$ cat src/rtl/wb_arbiter_pkg.sv
// Shared types and helpers for the round-robin Wishbone arbiter.
package wb_arb_pkg;

  localparam int MAX_MASTERS = 8;

  typedef logic [0:0] arb_state_t;

  localparam arb_state_t ARB_IDLE  = 1'b0;
  localparam arb_state_t ARB_OWNED = 1'b1;

  // Minimum of 1 so that index registers never collapse to zero width.
  function automatic int clog2(input int value);
    int r;
    r = 1;
    while ((1 << r) < value) r = r + 1;
    return r;
  endfunction

endpackage

$ cat src/rtl/wb_arbiter_if.sv
// Bundle of per-master request/response buses and the shared slave bus.
interface wb_arbiter_if #(
  parameter int NUM_MASTERS = 2,
  parameter int ADDR_WIDTH  = 32,
  parameter int DATA_WIDTH  = 32
);
  localparam int SEL_WIDTH = DATA_WIDTH / 8;

  // Wishbone B.4 classic: a master holds cyc for the whole bus cycle and stb
  // for each beat; a beat completes in the cycle where ack, err or rty is seen
  // with stb high. cyc/stb must stay stable until that termination arrives.
  logic [NUM_MASTERS*ADDR_WIDTH-1:0] m_adr;
  logic [NUM_MASTERS*DATA_WIDTH-1:0] m_wdat;
  logic [NUM_MASTERS*SEL_WIDTH-1:0]  m_sel;
  logic [NUM_MASTERS-1:0]            m_we, m_cyc, m_stb, m_cti, m_bte;
  logic [DATA_WIDTH-1:0]             m_rdat;
  logic [NUM_MASTERS-1:0]            m_ack, m_err, m_rty;

  logic [ADDR_WIDTH-1:0] s_adr;
  logic [DATA_WIDTH-1:0] s_wdat, s_rdat;
  logic [SEL_WIDTH-1:0]  s_sel;
  logic                  s_we, s_cyc, s_stb, s_cti, s_bte;
  logic                  s_ack, s_err, s_rty;

  logic [NUM_MASTERS-1:0] grant;

  // slave: the arbiter, which is the target of the masters' requests.
  modport slave (
    input  m_adr, m_wdat, m_sel, m_we, m_cyc, m_stb, m_cti, m_bte,
    output m_rdat, m_ack, m_err, m_rty,
    output s_adr, s_wdat, s_sel, s_we, s_cyc, s_stb, s_cti, s_bte,
    input  s_rdat, s_ack, s_err, s_rty,
    output grant
  );

  // master: the environment driving master requests and slave responses.
  modport master (
    output m_adr, m_wdat, m_sel, m_we, m_cyc, m_stb, m_cti, m_bte,
    input  m_rdat, m_ack, m_err, m_rty,
    input  s_adr, s_wdat, s_sel, s_we, s_cyc, s_stb, s_cti, s_bte,
    output s_rdat, s_ack, s_err, s_rty,
    input  grant
  );

endinterface

$ cat src/rtl/wb_arbiter_rr_picker.sv
// Combinational round-robin picker: first requester after last_i, wrapping.
module wb_rr_picker
  import wb_arb_pkg::*;
#(
  parameter int NUM_MASTERS = 2,
  parameter int LW          = clog2(NUM_MASTERS)
) (
  input  logic [NUM_MASTERS-1:0] req_i,
  input  logic [LW-1:0]          last_i,
  output logic [NUM_MASTERS-1:0] winner_o,
  output logic [LW-1:0]          winner_idx_o,
  output logic                   valid_o
);

  logic [LW-1:0] cand;

  always_comb begin
    winner_o     = '0;
    winner_idx_o = '0;
    valid_o      = 1'b0;
    cand         = '0;
    for (int k = 1; k <= NUM_MASTERS; k++) begin
      cand = LW'((int'(last_i) + k) % NUM_MASTERS);
      if (!valid_o && req_i[cand]) begin
        valid_o        = 1'b1;
        winner_idx_o   = cand;
        winner_o[cand] = 1'b1;
      end
    end
  end

endmodule

$ cat src/rtl/wb_arbiter.sv
// Round-robin arbiter granting whole Wishbone bus cycles to one of several
// masters, with a watchdog that terminates beats the slave never answers.
module wb_arbiter
  import wb_arb_pkg::*;
#(
  parameter int NUM_MASTERS    = 2,
  parameter int ADDR_WIDTH     = 32,
  parameter int DATA_WIDTH     = 32,
  parameter int TIMEOUT_CYCLES = 255
) (
  input  logic       wb_clk,
  input  logic       wb_rst_n,
  wb_arbiter_if.slave bus,
  output arb_state_t dbg_state_o
);

  localparam int SEL_WIDTH = DATA_WIDTH / 8;
  localparam int LW        = clog2(NUM_MASTERS);
  localparam int TW        = clog2(TIMEOUT_CYCLES);

  arb_state_t             state_q, state_d;
  logic [NUM_MASTERS-1:0] grant_q, grant_d;
  logic [LW-1:0]          last_q, last_d;
  logic [TW-1:0]          wd_cnt_q, wd_cnt_d;
  logic                   wd_err_q, wd_err_d;

  logic [NUM_MASTERS-1:0] pick_onehot;
  logic [LW-1:0]          pick_idx;
  logic                   pick_valid;
  logic                   owned, s_resp, waiting, wd_fire;

  wb_rr_picker #(.NUM_MASTERS(NUM_MASTERS), .LW(LW)) u_picker (
    .req_i        (bus.m_cyc),
    .last_i       (last_q),
    .winner_o     (pick_onehot),
    .winner_idx_o (pick_idx),
    .valid_o      (pick_valid)
  );

  assign owned   = (state_q == ARB_OWNED);
  assign s_resp  = bus.s_ack | bus.s_err | bus.s_rty;
  assign waiting = owned & bus.s_stb & ~s_resp;
  assign wd_fire = waiting & (wd_cnt_q == TW'(TIMEOUT_CYCLES - 1));

  always_comb begin
    state_d  = state_q;
    grant_d  = grant_q;
    last_d   = last_q;
    wd_cnt_d = '0;
    wd_err_d = 1'b0;
    if (!owned) begin
      if (pick_valid) begin
        state_d = ARB_OWNED;
        grant_d = pick_onehot;
        last_d  = pick_idx;
      end
    end else begin
      if (!(|(bus.m_cyc & grant_q))) begin
        state_d = ARB_IDLE;
        grant_d = '0;
      end
      if (wd_fire) wd_err_d = 1'b1;
      else if (waiting) wd_cnt_d = wd_cnt_q + 1'b1;
    end
  end

  always_ff @(posedge wb_clk or negedge wb_rst_n) begin
    if (!wb_rst_n) begin
      state_q  <= ARB_IDLE;
      grant_q  <= '0;
      last_q   <= LW'(NUM_MASTERS - 1);
      wd_cnt_q <= '0;
      wd_err_q <= 1'b0;
    end else begin
      state_q  <= state_d;
      grant_q  <= grant_d;
      last_q   <= last_d;
      wd_cnt_q <= wd_cnt_d;
      wd_err_q <= wd_err_d;
    end
  end

  // s_cyc follows the registered state only, so no m_cyc edge reaches it combinationally.
  always_comb begin
    bus.s_cyc  = owned;
    bus.s_adr  = '0;
    bus.s_wdat = '0;
    bus.s_sel  = '0;
    bus.s_we   = 1'b0;
    bus.s_stb  = 1'b0;
    bus.s_cti  = 1'b0;
    bus.s_bte  = 1'b0;
    for (int i = 0; i < NUM_MASTERS; i++) begin
      if (grant_q[i]) begin
        bus.s_adr  = bus.m_adr[i*ADDR_WIDTH +: ADDR_WIDTH];
        bus.s_wdat = bus.m_wdat[i*DATA_WIDTH +: DATA_WIDTH];
        bus.s_sel  = bus.m_sel[i*SEL_WIDTH +: SEL_WIDTH];
        bus.s_we   = bus.m_we[i];
        bus.s_stb  = bus.m_stb[i];
        bus.s_cti  = bus.m_cti[i];
        bus.s_bte  = bus.m_bte[i];
      end
    end
  end

  // A real slave response in the watchdog cycle takes precedence over the synthetic err.
  always_comb begin
    bus.m_ack = '0;
    bus.m_err = '0;
    bus.m_rty = '0;
    for (int i = 0; i < NUM_MASTERS; i++) begin
      bus.m_ack[i] = grant_q[i] & bus.s_ack;
      bus.m_rty[i] = grant_q[i] & bus.s_rty;
      bus.m_err[i] = grant_q[i] & (bus.s_err | (wd_err_q & ~bus.s_ack & ~bus.s_rty));
    end
  end

  assign bus.m_rdat  = bus.s_rdat;
  assign bus.grant   = grant_q;
  assign dbg_state_o = state_q;

endmodule

$ cat src/flat_wrapper.sv
// flat-port wrapper written by rule: the top's interface ports become plain ports
module wb_arbiter_flat import wb_arb_pkg::*;
#(
  parameter int NUM_MASTERS    = 2,
  parameter int ADDR_WIDTH     = 32,
  parameter int DATA_WIDTH     = 32,
  parameter int TIMEOUT_CYCLES = 255
)
  (wb_clk, wb_rst_n, dbg_state_o, bus_m_adr, bus_m_wdat, bus_m_sel, bus_m_we, bus_m_cyc, bus_m_stb, bus_m_cti, bus_m_bte, bus_m_rdat, bus_m_ack, bus_m_err, bus_m_rty, bus_s_adr, bus_s_wdat, bus_s_sel, bus_s_we, bus_s_cyc, bus_s_stb, bus_s_cti, bus_s_bte, bus_s_rdat, bus_s_ack, bus_s_err, bus_s_rty, bus_grant);
  wb_arbiter_if #(.NUM_MASTERS(NUM_MASTERS), .ADDR_WIDTH(ADDR_WIDTH), .DATA_WIDTH(DATA_WIDTH)) bus_i ();
  input  logic wb_clk;
  input  logic wb_rst_n;
  output arb_state_t dbg_state_o;
  input wire logic [$bits(bus_i.m_adr)-1:0] bus_m_adr;
  input wire logic [$bits(bus_i.m_wdat)-1:0] bus_m_wdat;
  input wire logic [$bits(bus_i.m_sel)-1:0] bus_m_sel;
  input wire logic [$bits(bus_i.m_we)-1:0] bus_m_we;
  input wire logic [$bits(bus_i.m_cyc)-1:0] bus_m_cyc;
  input wire logic [$bits(bus_i.m_stb)-1:0] bus_m_stb;
  input wire logic [$bits(bus_i.m_cti)-1:0] bus_m_cti;
  input wire logic [$bits(bus_i.m_bte)-1:0] bus_m_bte;
  output wire logic [$bits(bus_i.m_rdat)-1:0] bus_m_rdat;
  output wire logic [$bits(bus_i.m_ack)-1:0] bus_m_ack;
  output wire logic [$bits(bus_i.m_err)-1:0] bus_m_err;
  output wire logic [$bits(bus_i.m_rty)-1:0] bus_m_rty;
  output wire logic [$bits(bus_i.s_adr)-1:0] bus_s_adr;
  output wire logic [$bits(bus_i.s_wdat)-1:0] bus_s_wdat;
  output wire logic [$bits(bus_i.s_sel)-1:0] bus_s_sel;
  output wire logic [$bits(bus_i.s_we)-1:0] bus_s_we;
  output wire logic [$bits(bus_i.s_cyc)-1:0] bus_s_cyc;
  output wire logic [$bits(bus_i.s_stb)-1:0] bus_s_stb;
  output wire logic [$bits(bus_i.s_cti)-1:0] bus_s_cti;
  output wire logic [$bits(bus_i.s_bte)-1:0] bus_s_bte;
  input wire logic [$bits(bus_i.s_rdat)-1:0] bus_s_rdat;
  input wire logic [$bits(bus_i.s_ack)-1:0] bus_s_ack;
  input wire logic [$bits(bus_i.s_err)-1:0] bus_s_err;
  input wire logic [$bits(bus_i.s_rty)-1:0] bus_s_rty;
  output wire logic [$bits(bus_i.grant)-1:0] bus_grant;
  assign bus_i.m_adr = bus_m_adr;
  assign bus_i.m_wdat = bus_m_wdat;
  assign bus_i.m_sel = bus_m_sel;
  assign bus_i.m_we = bus_m_we;
  assign bus_i.m_cyc = bus_m_cyc;
  assign bus_i.m_stb = bus_m_stb;
  assign bus_i.m_cti = bus_m_cti;
  assign bus_i.m_bte = bus_m_bte;
  assign bus_m_rdat = bus_i.m_rdat;
  assign bus_m_ack = bus_i.m_ack;
  assign bus_m_err = bus_i.m_err;
  assign bus_m_rty = bus_i.m_rty;
  assign bus_s_adr = bus_i.s_adr;
  assign bus_s_wdat = bus_i.s_wdat;
  assign bus_s_sel = bus_i.s_sel;
  assign bus_s_we = bus_i.s_we;
  assign bus_s_cyc = bus_i.s_cyc;
  assign bus_s_stb = bus_i.s_stb;
  assign bus_s_cti = bus_i.s_cti;
  assign bus_s_bte = bus_i.s_bte;
  assign bus_i.s_rdat = bus_s_rdat;
  assign bus_i.s_ack = bus_s_ack;
  assign bus_i.s_err = bus_s_err;
  assign bus_i.s_rty = bus_s_rty;
  assign bus_grant = bus_i.grant;
  wb_arbiter #(.NUM_MASTERS(NUM_MASTERS), .ADDR_WIDTH(ADDR_WIDTH), .DATA_WIDTH(DATA_WIDTH), .TIMEOUT_CYCLES(TIMEOUT_CYCLES)) u_core (.wb_clk(wb_clk), .wb_rst_n(wb_rst_n), .bus(bus_i), .dbg_state_o(dbg_state_o));
endmodule
$ cat config.mk
export PLATFORM = sky130hd
export DESIGN_NAME = wb_arbiter_flat
export DESIGN_NICKNAME = d
export VERILOG_FILES = /design/src/rtl/wb_arbiter_pkg.sv /design/src/rtl/wb_arbiter_if.sv /design/src/rtl/wb_arbiter_rr_picker.sv /design/src/rtl/wb_arbiter.sv /design/src/flat_wrapper.sv
export SDC_FILE = /design/constraint.sdc
export NUM_CORES = 1
export LEC_CHECK = 0
export CORE_AREA = 2 2 116 118
export CTS_BUF_LIST = sky130_fd_sc_hd__clkbuf_4 sky130_fd_sc_hd__clkbuf_8 sky130_fd_sc_hd__clkbuf_16
export DETAILED_ROUTE_END_ITERATION = 6
export DIE_AREA = 0 0 118 120
export GPL_TIMING_DRIVEN = 0
export PLACE_DENSITY = 0.53
export SYNTH_ARGS = -nofsm -noshare
export SYNTH_HDL_FRONTEND = slang
export SYNTH_HIERARCHICAL = 1
export SYNTH_SLANG_ARGS = --single-unit
$ cat constraint.sdc
create_clock -name wb_clk -period 1.7 [get_ports wb_clk]
set_input_delay 0.34 -clock wb_clk [delete_from_list [all_inputs] [get_ports wb_clk]]
set_output_delay 0.34 -clock wb_clk [all_outputs]
set_load 0.01 [all_outputs]
==> results of run 1 <==
per-layer routing:
| layer | track usage (%) | wire length [um] | vias up |
|---|---|---|---|
| li1 | - | - | 1299 |
| met1 | 19.9 | 4910 | 1257 |
| met2 | 27.0 | 5650 | 121 |
| met3 | 6.13 | 1150 | 6 |
| met4 | 1.96 | 69 | 0 |
| met5 | 0 | 0 | - |
worst max-delay path: stages (launching register included):
cell     delay [ns]
dfrtp_1        0.38
buf_6          0.14
nor2b_4        0.20
buf_12         0.14
buf_6          0.10
buf_6          0.11
a22o_1         0.15
buf_2          0.14
state kept, by name (all words and copies together) (netlist names):
name              count
u_core/last_q         1
u_core/bus.s_cyc      1
u_core/wd_err_q       1
u_core/wd_cnt_q       8
u_core/bus.grant      2
logic make-up (layout without fill, tap and decap cells):
logic type	Yosys count	after routing	synth area share (%)
xor+xnor	3	3	1.53
fa+ha+maj	2	2	1.45
flops	13	13	19.0
compound gates	85	85	43.0
buf+inv	56	337	21.2
simple gates	42	42	13.9
per-stage QoR:
| step | hold slack (ns) | total power [mW] | setup WS [ns] | area [um2] | setup TNS (ns) |
|---|---|---|---|---|---|
| 2_1_floorplan | 0.0444 | 2.25 | 0.177 | 1720 | 0 |
| 3_3_place_gp | 0.469 | 4.78 | -0.633 | 4580 | -37.74 |
| 3_5_place_dp | 0.481 | 4.78 | -0.614 | 4580 | -38.46 |
| 4_1_cts | 0.488 | 5.38 | -0.263 | 4710 | -11.42 |
| 5_1_grt | 0.514 | 5.70 | -0.286 | 4720 | -16.30 |
| 6_report | 0.475 | 5.36 | -0.245 | 4720 | -11.61 |
layout by cell type (no fill, tap or decap), drive strengths merged, types with 2 or more instances in the layout:
cell,instances
a211oi,2
a21boi,3
a21oi,2
a22o,70
and2,5
and4,2
buf,132
clkbuf,7
clkdlybuf4s15,7
clkdlybuf4s50,183
dfrtp,12
dlygate4sd2,3
ha,2
inv,5
nand2,10
nand3,3
nor2,3
nor2b,5
nor3,6
o21ai,5
or2,2
or3,2
xor2,2
timing repair:
item	4_1_cts	5_1_grt
endpoints found under the setup margin	79	77
gates cloned	3	0
gates resized for setup	376	20
pin swaps	9	20
buffers inserted	13	2
final cells by class:
| class | count | area, um2 | share of cell area (%) |
|---|---|---|---|
| Timing Repair Buffer | 281 | 2620 | 55.4 |
| Multi-Input combinational cell | 132 | 1060 | 22.4 |
| Buffer | 47 | 397 | 8.40 |
| Sequential cell | 13 | 329 | 6.97 |
| Tap cell | 176 | 220 | 4.66 |
| Clock buffer | 4 | 82.6 | 1.75 |
| Inverter | 5 | 18.8 | 0.397 |
report_power, final:
group	internal, mW	total (mW)	switching, mW
clock network	0.333	0.468	0.136
logic	2.44	4.47	2.03
registers	0.369	0.423	0.0539
how the worst max path moves through the flow:
stage / start / to / slack (ns) / depth (start not counted)
after floorplan: u_core/bus.grant[1] / bus_s_adr[15] / 0.18 / 4
after global placement: u_core/bus.grant[0] / bus_s_cti / -0.63 / 5
after detailed placement: u_core/bus.grant[0] / bus_s_cti / -0.61 / 5
after CTS: u_core/bus.grant[1] / bus_s_adr[14] / -0.26 / 8
after global routing: u_core/bus.grant[1] / bus_s_wdat[26] / -0.29 / 7
final: u_core/bus.grant[1] / bus_s_wdat[26] / -0.24 / 7
==> impl_results.md, run 1 <==
* Overflow after GRT at 0
* CTS tree: built
* Kind of critical path: flip-flop to primary output
* Worst Skew at around 0.0033 ns
* ANT cells at 0
* Most common cell in the netlist: a22o_1
* F_max at 514 MHz
* R2R depth at 5
* DRT antenna net count at 0
* Commonest cells in the netlist: a22o_1 (70), buf_4 (33), buf_2 (12), dfrtp_1 (12), nand2_1 (10)
* Status: finished with violations
* Lkg Pwr at 2.10 nW
* WP data arrival at around 1.6 ns
* Final Setup Violations at 71
* RR Endpoint: u_core/wd_cnt_q[2]
* Final Core Density at roughly 36%
* Nets at between 600 and 700
* GP Congestion at ~0.85
* Sequential share of the synthesized area at a little under a fifth
* Worst-Margin Slew at around 0.60 ns
* Synth Flop Type: dfrtp_1
* Post-synth EDFFs at 0
* Detailed Route WL at around 12 mm
* Row cnt at between 40 and 50
* CTS root buf: clkbuf_16
* Clock Path Buffers at 2
* Fin. Hold Viols at 0
* Layout cell share with drive strength beyond 1 at roughly 33%
* Initial antenna violation count at 0
* Synth Register Bits at 13
* GRT Overall Usage at 16.0%
* Inst Count DP at between 600 and 700
* Max cap viols at 0
* Max transition margin at 60.2%
* CORE AREA at 13000 um2
* Max FO, Critical Path at 7
* H-tree levels at 1
* Synthesized area at 1720 um2
* First-pass detailed-route iteration total at 4
* Die W at ~120 um
* Top cell type's share of synthesized area at between 30% and 40%
* Initial Util at between 10% and 20%
* I/O pin cnt at ~300
* Area grow syn2layout at 174%
* Yosys warning count at 6
* Filler Cells Inserted at between 1000 and 1500
* Non-filler cells in the finished layout at 658
* Dominant cells by area after synthesis: a22o_1 (36%), dfrtp_1 (17%), buf_4 (14%)
* Hold_buf cts at 0
* Clock Latency Late Sink at around 0.25 ns
* Largest net degree at the start of global routing at 14
* Drt drc at 0
* Worst setup SP type: flip-flop
* PortBufs at between 200 and 300
* First DRT Iteration DRCs at just under 90
* Post-layout min period at approximately 1.9 ns
* Worst R2R Start: u_core/bus.grant[0]
* Cells after synthesis at between 200 and 250
* Vias per std cell at between 4 and 5
* Cell taking the most area after synthesis: a22o_1
* Die ar. at 14200 um2
* Hold Path Class: primary input to async pin
* Final period util at 114%
* Slew Viols, Final at 0
* R2r setup slk at around 0.24 ns
* Number of global-route vias before repair at about 2900
* Vias at around 2700
* Clk slew on worst S/H paths at ~0.05 ns
* Syn nets at 386
* Failing checks: negative setup slack
* Final Worst Setup Slack at -0.245 ns
* Mean Syn Cell Area at 8.56 um2
* TritonCTS buffer count at 3
* Post-synth cell types at 35
* Clk sinks at 13
* Post-synth ARST share at 100%
* PwrDens at approximately 1100 nW/um2
* Peak supply drop at 0.000524 V
* Final HPWL DP at roughly 9.9 mm
* WL/cell at roughly 18 um
* CP endpoint kind: primary output
* First-pass GRT wire length at roughly 18 mm
* CP required at ~1.4 ns
* RSZ-0062 raised after global routing: yes
* DIE HEIGHT at ~120 um
(Power assumes the default switching activity.)
==> inputs of run 2 (changes only) <==
Settings changed: CTS_CLUSTER_SIZE set to 10.
==> results of run 2 <==
Same layout as run 1: the final DEF is identical, and so are final timing and power.
